## config.mk

```make
export PLATFORM = sky130hd
export DESIGN_NAME = ro_puf_ctrl
export DESIGN_NICKNAME = d
export VERILOG_FILES = /design/src/rtl/ro_puf_ctrl.sv
export SDC_FILE = /design/constraint.sdc
export NUM_CORES = 1
export LEC_CHECK = 0
export CORE_MARGIN = 1.5
export CORE_UTILIZATION = 55
export CTS_BUF_LIST = sky130_fd_sc_hd__clkbuf_16
export DETAILED_ROUTE_END_ITERATION = 12
export PLACE_DENSITY = 0.75
export SYNTH_ARGS = -nofsm -noshare
export SYNTH_HDL_FRONTEND = slang
export SYNTH_SLANG_ARGS = --single-unit
```

## constraint.sdc

```tcl
create_clock -name clk -period 4 [get_ports clk]
set_input_delay 0.8 -clock clk [delete_from_list [all_inputs] [get_ports clk]]
set_output_delay 0.8 -clock clk [all_outputs]
set_load 0.005 [all_outputs]
```

## src/rtl/ro_puf_ctrl.sv

```systemverilog
`default_nettype none
// ============================================================================
//  Module      : ro_puf_ctrl
//  Description : Ring-oscillator PUF controller. For each response bit it
//                applies a challenge-derived slice/pair selection, lets the
//                oscillator pair settle, counts rising edges of both
//                oscillators over a fixed window, drains the synchronizers
//                and records (cnt_a > cnt_b) as the response bit. The full
//                response word is published atomically with a DONE pulse.
//  Revision    : 1.0  initial release
// ----------------------------------------------------------------------------
//  Parameters
//    N_BITS   response bits per run (1..64)
//    WIN_CYC  measurement window per bit in clk cycles (>= 4)
//    CNT_W    edge-counter width (counters saturate at all-ones)
//  Ports
//    clk, rst            clock; asynchronous active-high reset
//    START, CHAL[7:0]    run request (sampled in IDLE) and challenge seed
//    RO_A, RO_B          oscillator outputs, asynchronous to clk
//    RO_EN               oscillator enable (both slices)
//    SEL_A, BX_A,
//    SEL_B, BX_B         slice path selects
//    PAIR_IDX[3:0]       oscillator pair select
//    BUSY                high whenever the controller is not idle
//    DONE                one-cycle pulse when RESP is updated
//    RESP[N_BITS-1:0]    last completed response word
//  Build option
//    RO_PUF_DBG_CNT_EN   adds DBG_CNT_A / DBG_CNT_B: the counts used by the
//                        most recent compare
// ============================================================================
module ro_puf_ctrl #(
    parameter int N_BITS  = 16,
    parameter int WIN_CYC = 1024,
    parameter int CNT_W   = 16
) (
    input  logic              clk,
    input  logic              rst,
    input  logic              START,
    input  logic [7:0]        CHAL,
    input  logic              RO_A,
    input  logic              RO_B,
    output logic              RO_EN,
    output logic              SEL_A,
    output logic              BX_A,
    output logic              SEL_B,
    output logic              BX_B,
    output logic [3:0]        PAIR_IDX,
    output logic              BUSY,
    output logic              DONE,
    output logic [N_BITS-1:0] RESP
`ifdef RO_PUF_DBG_CNT_EN
    ,
    output logic [CNT_W-1:0]  DBG_CNT_A,
    output logic [CNT_W-1:0]  DBG_CNT_B
`endif
);

    // ------------------------------------------------------------------
    // Constants
    // ------------------------------------------------------------------
    localparam int c_IDX_W = (N_BITS > 1) ? $clog2(N_BITS) : 1;
    // Down-counter for phase durations; WIN_CYC >= 4 guarantees it can
    // also hold the SETTLE and DRAIN reload values.
    localparam int c_TMR_W = $clog2(WIN_CYC);

    localparam logic [c_TMR_W-1:0] c_SETTLE_LD = c_TMR_W'(3);
    localparam logic [c_TMR_W-1:0] c_MEAS_LD   = c_TMR_W'(WIN_CYC - 1);
    localparam logic [c_TMR_W-1:0] c_DRAIN_LD  = c_TMR_W'(2);
    localparam logic [c_IDX_W-1:0] c_LAST_IDX  = c_IDX_W'(N_BITS - 1);

    localparam logic [2:0] c_ST_IDLE    = 3'd0;
    localparam logic [2:0] c_ST_SETTLE  = 3'd1;
    localparam logic [2:0] c_ST_MEASURE = 3'd2;
    localparam logic [2:0] c_ST_DRAIN   = 3'd3;
    localparam logic [2:0] c_ST_COMPARE = 3'd4;
    localparam logic [2:0] c_ST_FIN     = 3'd5;

    // ------------------------------------------------------------------
    // State
    // ------------------------------------------------------------------
    logic [2:0]         r_state;
    logic [c_TMR_W-1:0] r_tmr;
    logic [c_IDX_W-1:0] r_idx;
    logic [7:0]         r_chal;
    logic [7:0]         r_word;
    logic [N_BITS-1:0]  r_shadow;
    logic [N_BITS-1:0]  r_resp;
    logic               r_ro_en;
    logic               r_busy;
    logic               r_done;

    logic               r_a_sync1, r_a_sync2, r_a_dly;
    logic               r_b_sync1, r_b_sync2, r_b_dly;
    logic [CNT_W-1:0]   r_cnt_a;
    logic [CNT_W-1:0]   r_cnt_b;

    logic [7:0]         w_idx_ext;
    logic [7:0]         w_next_word;
    logic               w_counting;
    logic               w_clear;
    logic               w_edge_a;
    logic               w_edge_b;

    // Challenge word for the next bit: (seed + i + 1) mod 256
    assign w_idx_ext   = {{(8 - c_IDX_W){1'b0}}, r_idx};
    assign w_next_word = r_chal + w_idx_ext + 8'd1;

    // DRAIN keeps counting so edges still travelling through the
    // synchronizers when the window closes are not lost.
    assign w_counting = (r_state == c_ST_MEASURE) || (r_state == c_ST_DRAIN);
    assign w_clear    = (r_state == c_ST_SETTLE);

    assign w_edge_a = r_a_sync2 & ~r_a_dly;
    assign w_edge_b = r_b_sync2 & ~r_b_dly;

    // ------------------------------------------------------------------
    // Oscillator synchronizers (2 flops) plus edge-detect delay flop
    // ------------------------------------------------------------------
    always_ff @(posedge clk or posedge rst) begin
        if (rst) begin
            r_a_sync1 <= 1'b0;
            r_a_sync2 <= 1'b0;
            r_a_dly   <= 1'b0;
            r_b_sync1 <= 1'b0;
            r_b_sync2 <= 1'b0;
            r_b_dly   <= 1'b0;
        end else begin
            r_a_sync1 <= RO_A;
            r_a_sync2 <= r_a_sync1;
            r_a_dly   <= r_a_sync2;
            r_b_sync1 <= RO_B;
            r_b_sync2 <= r_b_sync1;
            r_b_dly   <= r_b_sync2;
        end
    end

    // ------------------------------------------------------------------
    // Saturating edge counters
    // ------------------------------------------------------------------
    always_ff @(posedge clk or posedge rst) begin
        if (rst) begin
            r_cnt_a <= '0;
            r_cnt_b <= '0;
        end else if (w_clear) begin
            r_cnt_a <= '0;
            r_cnt_b <= '0;
        end else if (w_counting) begin
            if (w_edge_a && (r_cnt_a != '1)) begin
                r_cnt_a <= r_cnt_a + 1'b1;
            end
            if (w_edge_b && (r_cnt_b != '1)) begin
                r_cnt_b <= r_cnt_b + 1'b1;
            end
        end
    end

    // ------------------------------------------------------------------
    // Sequencer with registered outputs
    // ------------------------------------------------------------------
    always_ff @(posedge clk or posedge rst) begin
        if (rst) begin
            r_state  <= c_ST_IDLE;
            r_tmr    <= '0;
            r_idx    <= '0;
            r_chal   <= '0;
            r_word   <= '0;
            r_shadow <= '0;
            r_resp   <= '0;
            r_ro_en  <= 1'b0;
            r_busy   <= 1'b0;
            r_done   <= 1'b0;
        end else begin
            r_done <= 1'b0;
            case (r_state)
                c_ST_IDLE: begin
                    if (START) begin
                        r_chal  <= CHAL;
                        r_word  <= CHAL;
                        r_idx   <= '0;
                        r_tmr   <= c_SETTLE_LD;
                        r_busy  <= 1'b1;
                        r_state <= c_ST_SETTLE;
                    end
                end

                c_ST_SETTLE: begin
                    if (r_tmr == '0) begin
                        r_tmr   <= c_MEAS_LD;
                        r_ro_en <= 1'b1;
                        r_state <= c_ST_MEASURE;
                    end else begin
                        r_tmr <= r_tmr - 1'b1;
                    end
                end

                c_ST_MEASURE: begin
                    if (r_tmr == '0) begin
                        r_tmr   <= c_DRAIN_LD;
                        r_ro_en <= 1'b0;
                        r_state <= c_ST_DRAIN;
                    end else begin
                        r_tmr <= r_tmr - 1'b1;
                    end
                end

                c_ST_DRAIN: begin
                    if (r_tmr == '0) begin
                        r_state <= c_ST_COMPARE;
                    end else begin
                        r_tmr <= r_tmr - 1'b1;
                    end
                end

                c_ST_COMPARE: begin
                    // Strict compare: a tie yields 0
                    r_shadow[r_idx] <= (r_cnt_a > r_cnt_b);
                    if (r_idx == c_LAST_IDX) begin
                        r_state <= c_ST_FIN;
                    end else begin
                        r_idx   <= r_idx + c_IDX_W'(1);
                        r_word  <= w_next_word;
                        r_tmr   <= c_SETTLE_LD;
                        r_state <= c_ST_SETTLE;
                    end
                end

                c_ST_FIN: begin
                    // Whole word published at once, with the DONE pulse
                    r_resp  <= r_shadow;
                    r_done  <= 1'b1;
                    r_busy  <= 1'b0;
                    r_state <= c_ST_IDLE;
                end

                default: begin
                    r_ro_en <= 1'b0;
                    r_busy  <= 1'b0;
                    r_state <= c_ST_IDLE;
                end
            endcase
        end
    end

`ifdef RO_PUF_DBG_CNT_EN
    logic [CNT_W-1:0] r_dbg_cnt_a;
    logic [CNT_W-1:0] r_dbg_cnt_b;

    always_ff @(posedge clk or posedge rst) begin
        if (rst) begin
            r_dbg_cnt_a <= '0;
            r_dbg_cnt_b <= '0;
        end else if (r_state == c_ST_COMPARE) begin
            r_dbg_cnt_a <= r_cnt_a;
            r_dbg_cnt_b <= r_cnt_b;
        end
    end

    assign DBG_CNT_A = r_dbg_cnt_a;
    assign DBG_CNT_B = r_dbg_cnt_b;
`endif

    // ------------------------------------------------------------------
    // Outputs
    // ------------------------------------------------------------------
    assign RO_EN    = r_ro_en;
    assign SEL_A    = r_word[0];
    assign BX_A     = r_word[1];
    assign SEL_B    = r_word[2];
    assign BX_B     = r_word[3];
    assign PAIR_IDX = r_word[7:4];
    assign BUSY     = r_busy;
    assign DONE     = r_done;
    assign RESP     = r_resp;

endmodule
`default_nettype wire

```

# ---- Word level (Yosys, flattened, before mapping)
# Index checks and enable logic that the tools add are counted.
dict set report totals {
  out_inout_bits 27
  reg_bits 106
}
dict set report op_classes {
  n_mux 33
  n_addsub 6
  eq_ne 14
  n_reduce_logical 21
  magnitude_cmp 3
  bitwise 6
}
# operator count
set op_table {}
lappend op_table {{16-bit 2-to-1 mux} 6}
lappend op_table {{10-bit 2-to-1 mux} 5}
lappend op_table {{10-bit one-hot mux with 5 select lines} 1}
lappend op_table {{16-bit by 1-bit adder with 16-bit output, second input constant} 2}
lappend op_table {{16-bit inequality test, second input constant} 2}
lappend op_table {{16-bit bitwise mux} 1}
lappend op_table {{16-bit greater-than comparator} 1}
lappend op_table {{8-bit 2-to-1 mux} 2}
lappend op_table {{8-bit one-hot mux with 2 select lines} 1}
lappend op_table {{3-bit 2-to-1 mux} 5}
lappend op_table {{3-bit one-hot mux with 5 select lines} 1}
lappend op_table {{10-bit logical NOT} 1}
lappend op_table {{10-bit by 1-bit subtractor with 10-bit output, second input constant} 1}
lappend op_table {{8-bit by 1-bit adder with 8-bit output, second input constant} 1}
lappend op_table {{8-bit by 4-bit adder with 8-bit output} 1}
lappend op_table {{4-bit 2-to-1 mux} 2}
lappend op_table {{4-bit one-hot mux with 2 select lines} 1}
lappend op_table {{2-bit AND reduction} 4}
lappend op_table {{4-bit AND reduction} 2}
lappend op_table {{2-bit nonzero test} 4}
lappend op_table {{4-bit OR reduction} 2}
lappend op_table {{3-bit by 2-bit == test with 1-bit output, second input constant} 2}
lappend op_table {{3-bit == test, second input constant} 2}
lappend op_table {{2-bit by 1-bit inequality test with 1-bit output, second input constant} 3}
lappend op_table {{17 further kinds} 30}

# ---- Logic depth before layout (Yosys ltp)
dict set report logic_depth {
  ltp_word 6
  mapped_depth 9
  mapped_depth_nobuf 9
}

# ---- Worst setup path before layout
# Ideal clock, no wire load.
dict set report synth_path {
  kind {reg2reg}
  start {register r_tmr[0]}
  end {register r_tmr[2]}
  arrival_time_ps 2042
  setup_time_ps 121
  period_less_slack_ps 2163
  path_stages_with_launch 8
  slack_ps 1837
  path_cell_list {dfrtp_1 -> inv_1 -> ha_1 -> or4b_4 -> nor3b_4 -> a21boi_2 -> a211o_1 -> a22o_1}
}
dict set report synth_via {
  elab_chain_len 3
  word_cells_on_any_way 8
  cone_classes {add/sub (1); eq/ne (1); mux (4); reduce/logical (2)}
}
# item line
set synth_lines {}
lappend synth_lines {{start: declaration} 82} ;# logic [c_TMR_W-1:0] r_tmr;
lappend synth_lines {{start signal: assignment} 180} ;# r_tmr <= c_SETTLE_LD;
lappend synth_lines {{start signal: assignment} 188} ;# r_tmr <= c_MEAS_LD;
lappend synth_lines {{start signal: assignment} 192} ;# r_tmr <= r_tmr - 1'b1;
lappend synth_lines {{10-bit by 1-bit subtractor with 10-bit output / 10-bit logical NOT (equally long branches)} -}
lappend synth_lines {{10-bit 2-to-1 mux (tied with other cells)} 207} ;# if (r_tmr == '0) begin
lappend synth_lines {{10-bit one-hot mux with 5 select lines / 4-bit AND reduction (equally long branches)} -}
# Several ways; a longest one is shown, not always the timed one. The select of a mux whose other input is x is not followed.
# A chain may end at the register's enable or synchronous reset.

# ---- Worst setup path after layout
dict set report layout_path {
  start {register r_state[1]}
  end {register r_cnt_b[5]}
}
dict set report layout_via {
  elab_chain_len 4
  word_cells_on_any_way 8
  cone_classes {eq/ne (3); mux (1); reduce/logical (4)}
}
# item line
set layout_lines {}
lappend layout_lines {{start: declaration} 81} ;# logic [2:0] r_state;
lappend layout_lines {{start signal: assignment} 162} ;# r_state <= c_ST_IDLE;
lappend layout_lines {{start signal: assignment} 182} ;# r_state <= c_ST_SETTLE;
lappend layout_lines {{start signal: assignment} 190} ;# r_state <= c_ST_MEASURE;
lappend layout_lines {{3-bit by 2-bit == test with 1-bit output} 110} ;# assign w_counting = (r_state == c_ST_MEASURE) || (r_state == c_ST_DRAIN);
lappend layout_lines {{1-bit logical OR} 110}
lappend layout_lines {{2-bit nonzero test (no source line)} -}
lappend layout_lines {{2-bit AND reduction (no source line)} -}
lappend layout_lines {{end signal: assignment} 152} ;# r_cnt_b <= r_cnt_b + 1'b1;
lappend layout_lines {{end: declaration} 95} ;# logic [CNT_W-1:0] r_cnt_b;
# Several ways; a longest one is shown, not always the timed one.

==> flow_summary.yaml <==
status:
  status: "finished clean"
floorplan:
  ios: 40
  start_util_pct: 56.8
  fp.dieH_um: 104
  core_area_mm2: 0.00977
  die_w_um: 104
  die_area_mm2: 0.0107
  rows: 36
synth:
  synth_mux_area_share_pct: 8.80
  synth_area_leaders: "dfrtp_1 48%, mux2_2 7.9%, ha_1 6.3%"
  yosys.cell_types.count: 62
  synth_top_family_by_area: "simple AND/OR/NAND/NOR gates"
  synth_ff_type: "dfrtp_1"
  synth_top_area_share_pct: 47.7
  synth_edf_count: 0
  avgSynthCellArea_um2: 10.3
  yosys.area_share.simple_pct: 16.8
  yosysWarnings: 0
  yosysSeqAreaShare_pct: 47.7
  synth_top_cell_by_area: "dfrtp_1"
  synth_nets: 579
  syn_area_mm2: 0.00556
  synth_fa_ha_area_share_pct: 6.67
  synth_compound_area_share_pct: 13.5
  synthCells: 537
  synthXorXnorAreaFrac_pct: 2.84
  async_reset_ff_share_pct: 100
  synth_seq_cells: 106
grt:
  antenna_found_initial: 0
  grt_pass1_vias: 4099
  grt_pass1_wl_um: 19500
  overflow: 0
  grt_max_degree: 85
  global_route.usage.total_pct: 22.1
timing:
  fmax_ghz: 0.407
  slew_violations: 0
  fin_skew_ns: 0.00613
  rsz0062_at_grt: "no"
  fin_crit_ns: 2.46
  worst_hold_slack_ns: 0.351
  worst_slack_ns: 1.54
  worst_pin_slew_ns: 1.12
  finalSetupViolCount: 0
  tns_ns: 0
  period_share_pct: 61.4
  hold_viol: 0
  slew_headroom_pct: 24.7
power_and_ir_drop:
  p_seq_share_pct: 51.9
  p_leak_nw: 2.83
  power.switching_mw: 0.429
  combPwrFrac_pct: 1.9
  swShare_pct: 20.7
  clock_power_share_pct: 46.2
  vdd_drop_max_mv: 0.349
  p_int_mw: 1.64
  power.total_mw: 2.07
  power.density_mw_per_mm2: 324
finish:
  diodes: 0
  stdcell_area_mm2: 0.00639
  nNetsFinal: 614
  final_util_pct: 65.4
  layout-drive-gt1-share_pct: 12.8
  area_growth_pct: 15.0
  layout_common_cells: "106 x dfrtp_1, 45 x nand2_1, 39 x mux2_2, 39 x o21ai_0, 39 x clkdlybuf4s50_1"
  final_cells: 710
  layout_commonest_cell: "dfrtp_1"
cts:
  clock_latency_ns: 0.34
  cts.repair.resized: 0
  root_buffer: "clkbuf_16"
  cts_hold_buf: 0
  clock_path_buffers: 2
  tritoncts.num_buffers: 9
  clkSinkCount: 106
  post_cts_buffers: 0
  clk_pin_slew_ns: 0.07
  tritoncts: "built"
  cts_max_level: 3
placed_design:
  dp.cells: 694
  hpwl_um: 7850
  routabilityCongestion: 0.827
  io_buffers: 39
  dp_slack_ns: 1.23
  place_area_mm2: 0.00607
detailed_routing:
  vias: 4178
  drtIter0Drc: 180
  drc_errors: 0
  dr.pass1.iters: 5
  ant_nets: 0
  routed_via_density: 5.88
  finalWirelength_um: 11300
  wl_per_cell_um: 15.9
worst_setup_path:
  crit_type: "reg2reg"
  rrSetupSlack_ns: 1.54
  cp_max_fo: 12
  critical_path.startpoint_type: "register"
  cp-endpoint: "r_cnt_b[5]"
  cp-end-kind: "register"
  cp-startpoint: "r_state[1]"
  r2r_cells: 5
  crit-reg2reg-capture: "r_cnt_b[5]"
  required_ns: 4.27
  critPathArrivalTime_ns: 2.72
  reg2reg_from: "r_state[1]"
min_path:
  hold_depth: 0
  hp-class: "reg2reg"
job:
  drv_cap: 0
## Yosys cell counts, types with 5 or more instances
master,count
or3_1,13
xnor2_1,13
inv_1,31
nand3_1,27
mux2_2,39
o211ai_1,6
a21o_1,6
and4_1,5
xor2_1,5
a21oi_1,22
nand2_1,45
dfrtp_1,106
and3_1,7
ha_1,28
mux2i_1,5
buf_2,6
nor2b_1,6
clkbuf_1,11
a31oi_1,5
nand4_1,14
o21ai_0,39
nor2_1,27
## logic make-up after synthesis
family | count (synthesis)
buf+inv | 51
fa+ha+maj | 29
compound gates | 116
xor+xnor | 18
flops | 106
simple gates | 173
mux | 44
## worst min-delay path by stage
stage	from	end	slack, ns
final	r_a_sync1	r_a_sync2	0.35
after CTS	r_a_sync1	r_a_sync2	0.35
after global routing	r_b_sync1	r_b_sync2	0.37
after floorplan	r_a_sync1	r_a_sync2	0.33
after detailed placement	r_a_sync1	r_a_sync2	0.34
after global placement	r_a_sync1	r_a_sync2	0.34
## state kept, by name (all words and copies together), names as in the netlist, 3 cells and up
| signal | flops |
|---|---|
| r_cnt_b | 16 |
| r_chal | 8 |
| r_tmr | 10 |
| r_shadow | 16 |
| r_word | 8 |
| RESP | 16 |
| r_idx | 4 |
| r_state | 3 |
| r_cnt_a | 16 |
## critical path, cell delays in order, from the launching register on
cell and delay [ns]:
dfrtp_1 0.56, nor2_1 0.18, nor4b_2 0.42, o21ai_0 0.51, or4_1 0.54, a21oi_1 0.16
## power by group through the flow
stage               clock network, mW  logic [mW]  registers (mW)
global route                     1.02      0.0471            1.08
finish                          0.956      0.0403            1.08
global placement                    0      0.0419            1.10
floorplan                           0      0.0206            1.10
CTS                             0.974      0.0422            1.07
detailed placement                  0      0.0424            1.10
## area by class of cell
class                           instances  area [um2]
Inverter                               31         119
Sequential cell                       106        2650
Timing Repair Buffer                   44         428
Multi-Input combinational cell        380        2700
Clock inverter                          7        97.6
Fill cell                             794        3380
Tap cell                              133         166
Clock buffer                            9         225
## per-layer routing
metal / share of wire, % / vias up / wire length, um / track usage [%]
li1: - / 2020 / - / -
met3: 4.0 / 12 / 453 / 5.48
met5: 0 / - / 0 / 0
met2: 49 / 71 / 5590 / 37.3
met1: 45 / 2075 / 5140 / 29.1
met4: 1.0 / 0 / 114 / 4.76
(Power assumes the default switching activity.)
==> RTL change 1 (same settings) <==
Set the parameter `N_BITS` to 8 (it was 16).
--- a/src/rtl/ro_puf_ctrl.sv
+++ b/src/rtl/ro_puf_ctrl.sv
@@ -29,7 +29,7 @@
 //                        most recent compare
 // ============================================================================
 module ro_puf_ctrl #(
-    parameter int N_BITS  = 16,
+    parameter int N_BITS  = 8,
     parameter int WIN_CYC = 1024,
     parameter int CNT_W   = 16
 ) (
Ports: changed (resized RESP); port bits go from 40 to 32. The function was not compared with the original's and may differ.
==> RTL change 1 against the unedited design <==
Maximum frequency is 1.5% lower; routed wire length is 9.0% lower; sequential cell count is 17 lower; synthesized area is 11% lower; first-iteration DRC count is 23% higher; largest cell class unchanged; clock power is 12% lower; design area is 11% lower; setup slack worse by 37 ps; total power is 12% lower.
==> RTL change 1: results (changes against the unedited design) <==
Run status
  – Status: complete, no violations

Worst setup path
  – Slowest-stage cell, CP: a21oi_1
  – Largest delay share family, worst path: buffers and inverters
  – R2r setup slk: 1560 ps (+20 ps)
  – Slowest stage delay, CP: 530 ps (-30 ps)
  – R2R Path End: r_cnt_a[5]$_DFFE_PP0P_

Cells and area
  – Non-CTS inverters: 29 (-6.5%)
  – Layout clock area frac: 5.22% (+0.17 points)
  – Multi-Input Combinational: 373 (-1.8%)
  – Fill cell count: 685 (-14%)
  – Nets: 578 (-5.9%)
  – Fraction of layout cells with a size suffix above 1: 9.93% (-2.9 points)
  – Non-CTS buffers: 37 (-16%)

Routing
  – Drt pass-1 iters: 4 (-1)
  – Routed Wire Length: 10300 µm (-9.0%)
  – Initial drt markers: 221 (+23%)
  – Vias: 3954 (-5.4%)

Power
  – Sw frac: 22.0% (+1.2 points)
  – Sw power: 0.000402 W (-6.3%)
  – VDD IR-drop max: 0.186 mV (-47%)

STA
  – Final Skew: 7.39 ps (+1.26 ps)
  – Worst-Margin Slew: 840 ps (-278 ps)

Yosys
  – Cells after Synth: 508 (-5.4%)
  – Complex-gate fraction of the synthesized area: 15.7% (+2.2 points)
  – Synth Area in Adders: 6.73% (+0.067 points)
  – Syn Area/Cell: 9.73 µm² (-6.0%)

Global routing
  – Vias in the first global route: 3911 (-4.6%)
  – Largest net degree at the start of global routing: 90 (+5.9%)

Placed design
  – Routability cong.: 0.910 (+10%)
  – Worst slack, placed: 1170 ps (-56.5 ps)
RTL change 1: cell types whose count changed in the layout (fill, tap and decap cells not counted), moves of 7 or more:
cell             unedited run  this run
a21oi_1                    22        30
nor2_1                     27        38
or3_1                      13         2
xnor2_1                    13        22
mux2_2                     39        16
nor4_1                      2         9
nand3_1                    27        20
dfrtp_1                   106        89
clkdlybuf4s50_1            39        31
RTL change 1: worst max-delay path by stage:
stage / cells after the start / endpoint / from
2_1_floorplan: 1 / BUSY$_DFFE_PP0P_ / rst
3_3_place_gp: 8 / r_word[7]$_DFFE_PP0P_ / START
3_5_place_dp: 8 / r_word[7]$_DFFE_PP0P_ / START
4_1_cts: 8 / r_word[7]$_DFFE_PP0P_ / START
5_1_grt: 7 / r_word[7]$_DFFE_PP0P_ / r_state[1]$_DFFE_PP0P_
6_report: 8 / r_word[7]$_DFFE_PP0P_ / START
RTL change 1: metal layers:
layer  track usage (%)  part of all wire (%)
met1              31.3                    46
met3              4.58                   3.5
met2              37.8                    49
met5                 0                     0
met4              7.36                   1.5
==> RTL change 2 (same flow settings) <==
Without the edit above. Add an input register stage for `CHAL`, with the module's reset; this delays it by one clock. The other inputs are not delayed to match.
--- a/src/rtl/ro_puf_ctrl.sv
+++ b/src/rtl/ro_puf_ctrl.sv
@@ -75,6 +75,16 @@
     localparam logic [2:0] c_ST_COMPARE = 3'd4;
     localparam logic [2:0] c_ST_FIN     = 3'd5;
 
+    logic [7:0] CHAL_q;
+
+    always_ff @(posedge clk or posedge rst) begin
+        if (rst) begin
+            CHAL_q <= '0;
+        end else begin
+            CHAL_q <= CHAL;
+        end
+    end
+
     // ------------------------------------------------------------------
     // State
     // ------------------------------------------------------------------
@@ -174,8 +184,8 @@
             case (r_state)
                 c_ST_IDLE: begin
                     if (START) begin
-                        r_chal  <= CHAL;
-                        r_word  <= CHAL;
+                        r_chal  <= CHAL_q;
+                        r_word  <= CHAL_q;
                         r_idx   <= '0;
                         r_tmr   <= c_SETTLE_LD;
                         r_busy  <= 1'b1;
Behaviour: not the same (a bounded check fails within 4 cycles, from zero or initial values and one cycle with rst high).
==> RTL change 2 against the unedited design <==
Design area up 8.0%; setup slack worse by 85 ps; synthesized cell count grew 5.4%; via count is 5.1% higher; routed wire length up 7.9%; critical path depth unchanged; synthesized area increased by 5.1%; sequential cell count up 8; die area rose by 5.0%; non-clock buffer count did not move; critical endpoint is now r_cnt_a[3]$_DFFE_PP0P_; highest routed layer unchanged.
Power is not compared: it rests on default switching activity, and its combinational part moved more than twofold at a synthesized area within 25%.
==> RTL change 2: results (changes against the unedited design) <==
Run status
  – Status: complete, no violations

Global routing
  – First-pass GRT wire length: 21100 µm (+8.3%)
  – Largest net degree at the start of global routing: 61 (-28%)
  – GRT Total Usage: 24.0% (+1.8 points)
  – Met2 GRT Util: 38.9% (+1.5 points)

Yosys
  – Largest cells by area after synthesis: dfrtp_1 (49%), mux2_2 (7.7%), ha_1 (5.8%)
  – Sequential fraction of the synthesis area: 48.8% (+1.1 points)
  – Synth top cells by count: dfrtp_1 (114), nand2_1 (62), mux2_2 (40)
  – Syn nets: 607 (+4.8%)
  – Count of different cell masters after synthesis: 65 (+4.8%)

CTS
  – CTS H-tree depth: 4 (+1)
  – CTS Buf Count: 17 (+8)
  – Worst-path clk slew: 50 ps (-20 ps)
  – Clk_lat worst skew: 410 ps (+70 ps)

STA
  – Final Skew: 6.81 ps (+0.674 ps)
  – Worst-Margin Slew: 922 ps (-197 ps)

Routing
  – Drt pass-1 iters: 4 (-1)
  – Via density: 5.79 (-1.6%)
  – Initial drt markers: 183 (+1.7%)
  – Post-DR wirelength/cell: 16.1 µm (+1.1%)

Cells and area
  – Nets: 651 (+6.0%)
  – Fraction of layout cells with a size suffix above 1: 13.7% (+0.84 points)
  – Diodes inserted: 0 (unchanged)

Worst setup path
  – Critical path fanouts, max: 27 (+15)
  – R2r setup slk: 1460 ps (-80 ps)
  – R2R Path End: r_cnt_a[3]$_DFFE_PP0P_
  – Arrival time worst endpoint: 2880 ps (+160 ps)
RTL change 2: how the worst min path moves through the flow:
| stage | endpoint | slack, ps | cells after the start |
|---|---|---|---|
| 2_1_floorplan | r_a_sync2$_DFF_PP0_ | 330 | 0 |
| 3_3_place_gp | r_a_sync2$_DFF_PP0_ | 340 | 0 |
| 3_5_place_dp | r_a_sync2$_DFF_PP0_ | 340 | 0 |
| 4_1_cts | r_a_sync2$_DFF_PP0_ | 360 | 0 |
| 5_1_grt | r_a_sync2$_DFF_PP0_ | 370 | 0 |
| 6_report | r_a_sync2$_DFF_PP0_ | 360 | 0 |
RTL change 2: final cells by class:
type	instances	area (µm²)
clock buffers	17	425
fillers	805	3420
flip-flops and latches	114	2850
multi-input cells	403	2790
inverters	30	115
well taps	136	170
repair buffers	44	428
clock inverters	14	119
RTL change 2: routing by layer:
metal / part of all wire (%) / routed length [µm]
met1: 46 / 5640
met2: 49 / 5970
met3: 3.7 / 447
met4: 1.1 / 133
met5: 0 / 0
RTL change 2: logic make-up after synthesis:
logic type / share of synthesized area, %
buffers and inverters: 3.34
muxes: 8.57
DFF: 48.8
AOI/OAI and AO/OA: 14.1
adders and majority gates: 6.13
xor gates and xnor gates: 3.00
and+or+nand+nor: 16.0
RTL change 2: power by group through the flow:
stage / registers [W] / clock network, W / logic, W
after floorplan: 0.00124 / 0 / 0.0000640
after global placement: 0.00124 / 0 / 0.0000921
after detailed placement: 0.00124 / 0 / 0.0000970
after CTS: 0.00123 / 0.00140 / 0.0000959
after global routing: 0.00123 / 0.00145 / 0.000110
final: 0.00123 / 0.00137 / 0.0000933
RTL change 2: stage by stage:
| stage | instances | worst slack (ps) | cell area, µm² | hold slack, ps |
|---|---|---|---|---|
| floorplan | 566 | 184 | 5840 | 331 |
| global placement | 727 | 1540 | 6360 | 344 |
| detailed placement | 727 | 1510 | 6360 | 342 |
| CTS | 758 | 1510 | 6900 | 361 |
| global route | 758 | 1300 | 6900 | 369 |
| finish | 758 | 1460 | 6900 | 360 |
RTL change 2: worst max-delay path: stages, from the launching register on:
cell      delay, ps
dfrtp_1         940
o21bai_1        360
a21oi_1         370
o21ai_1         220
or4_1           490
nand2_1          70
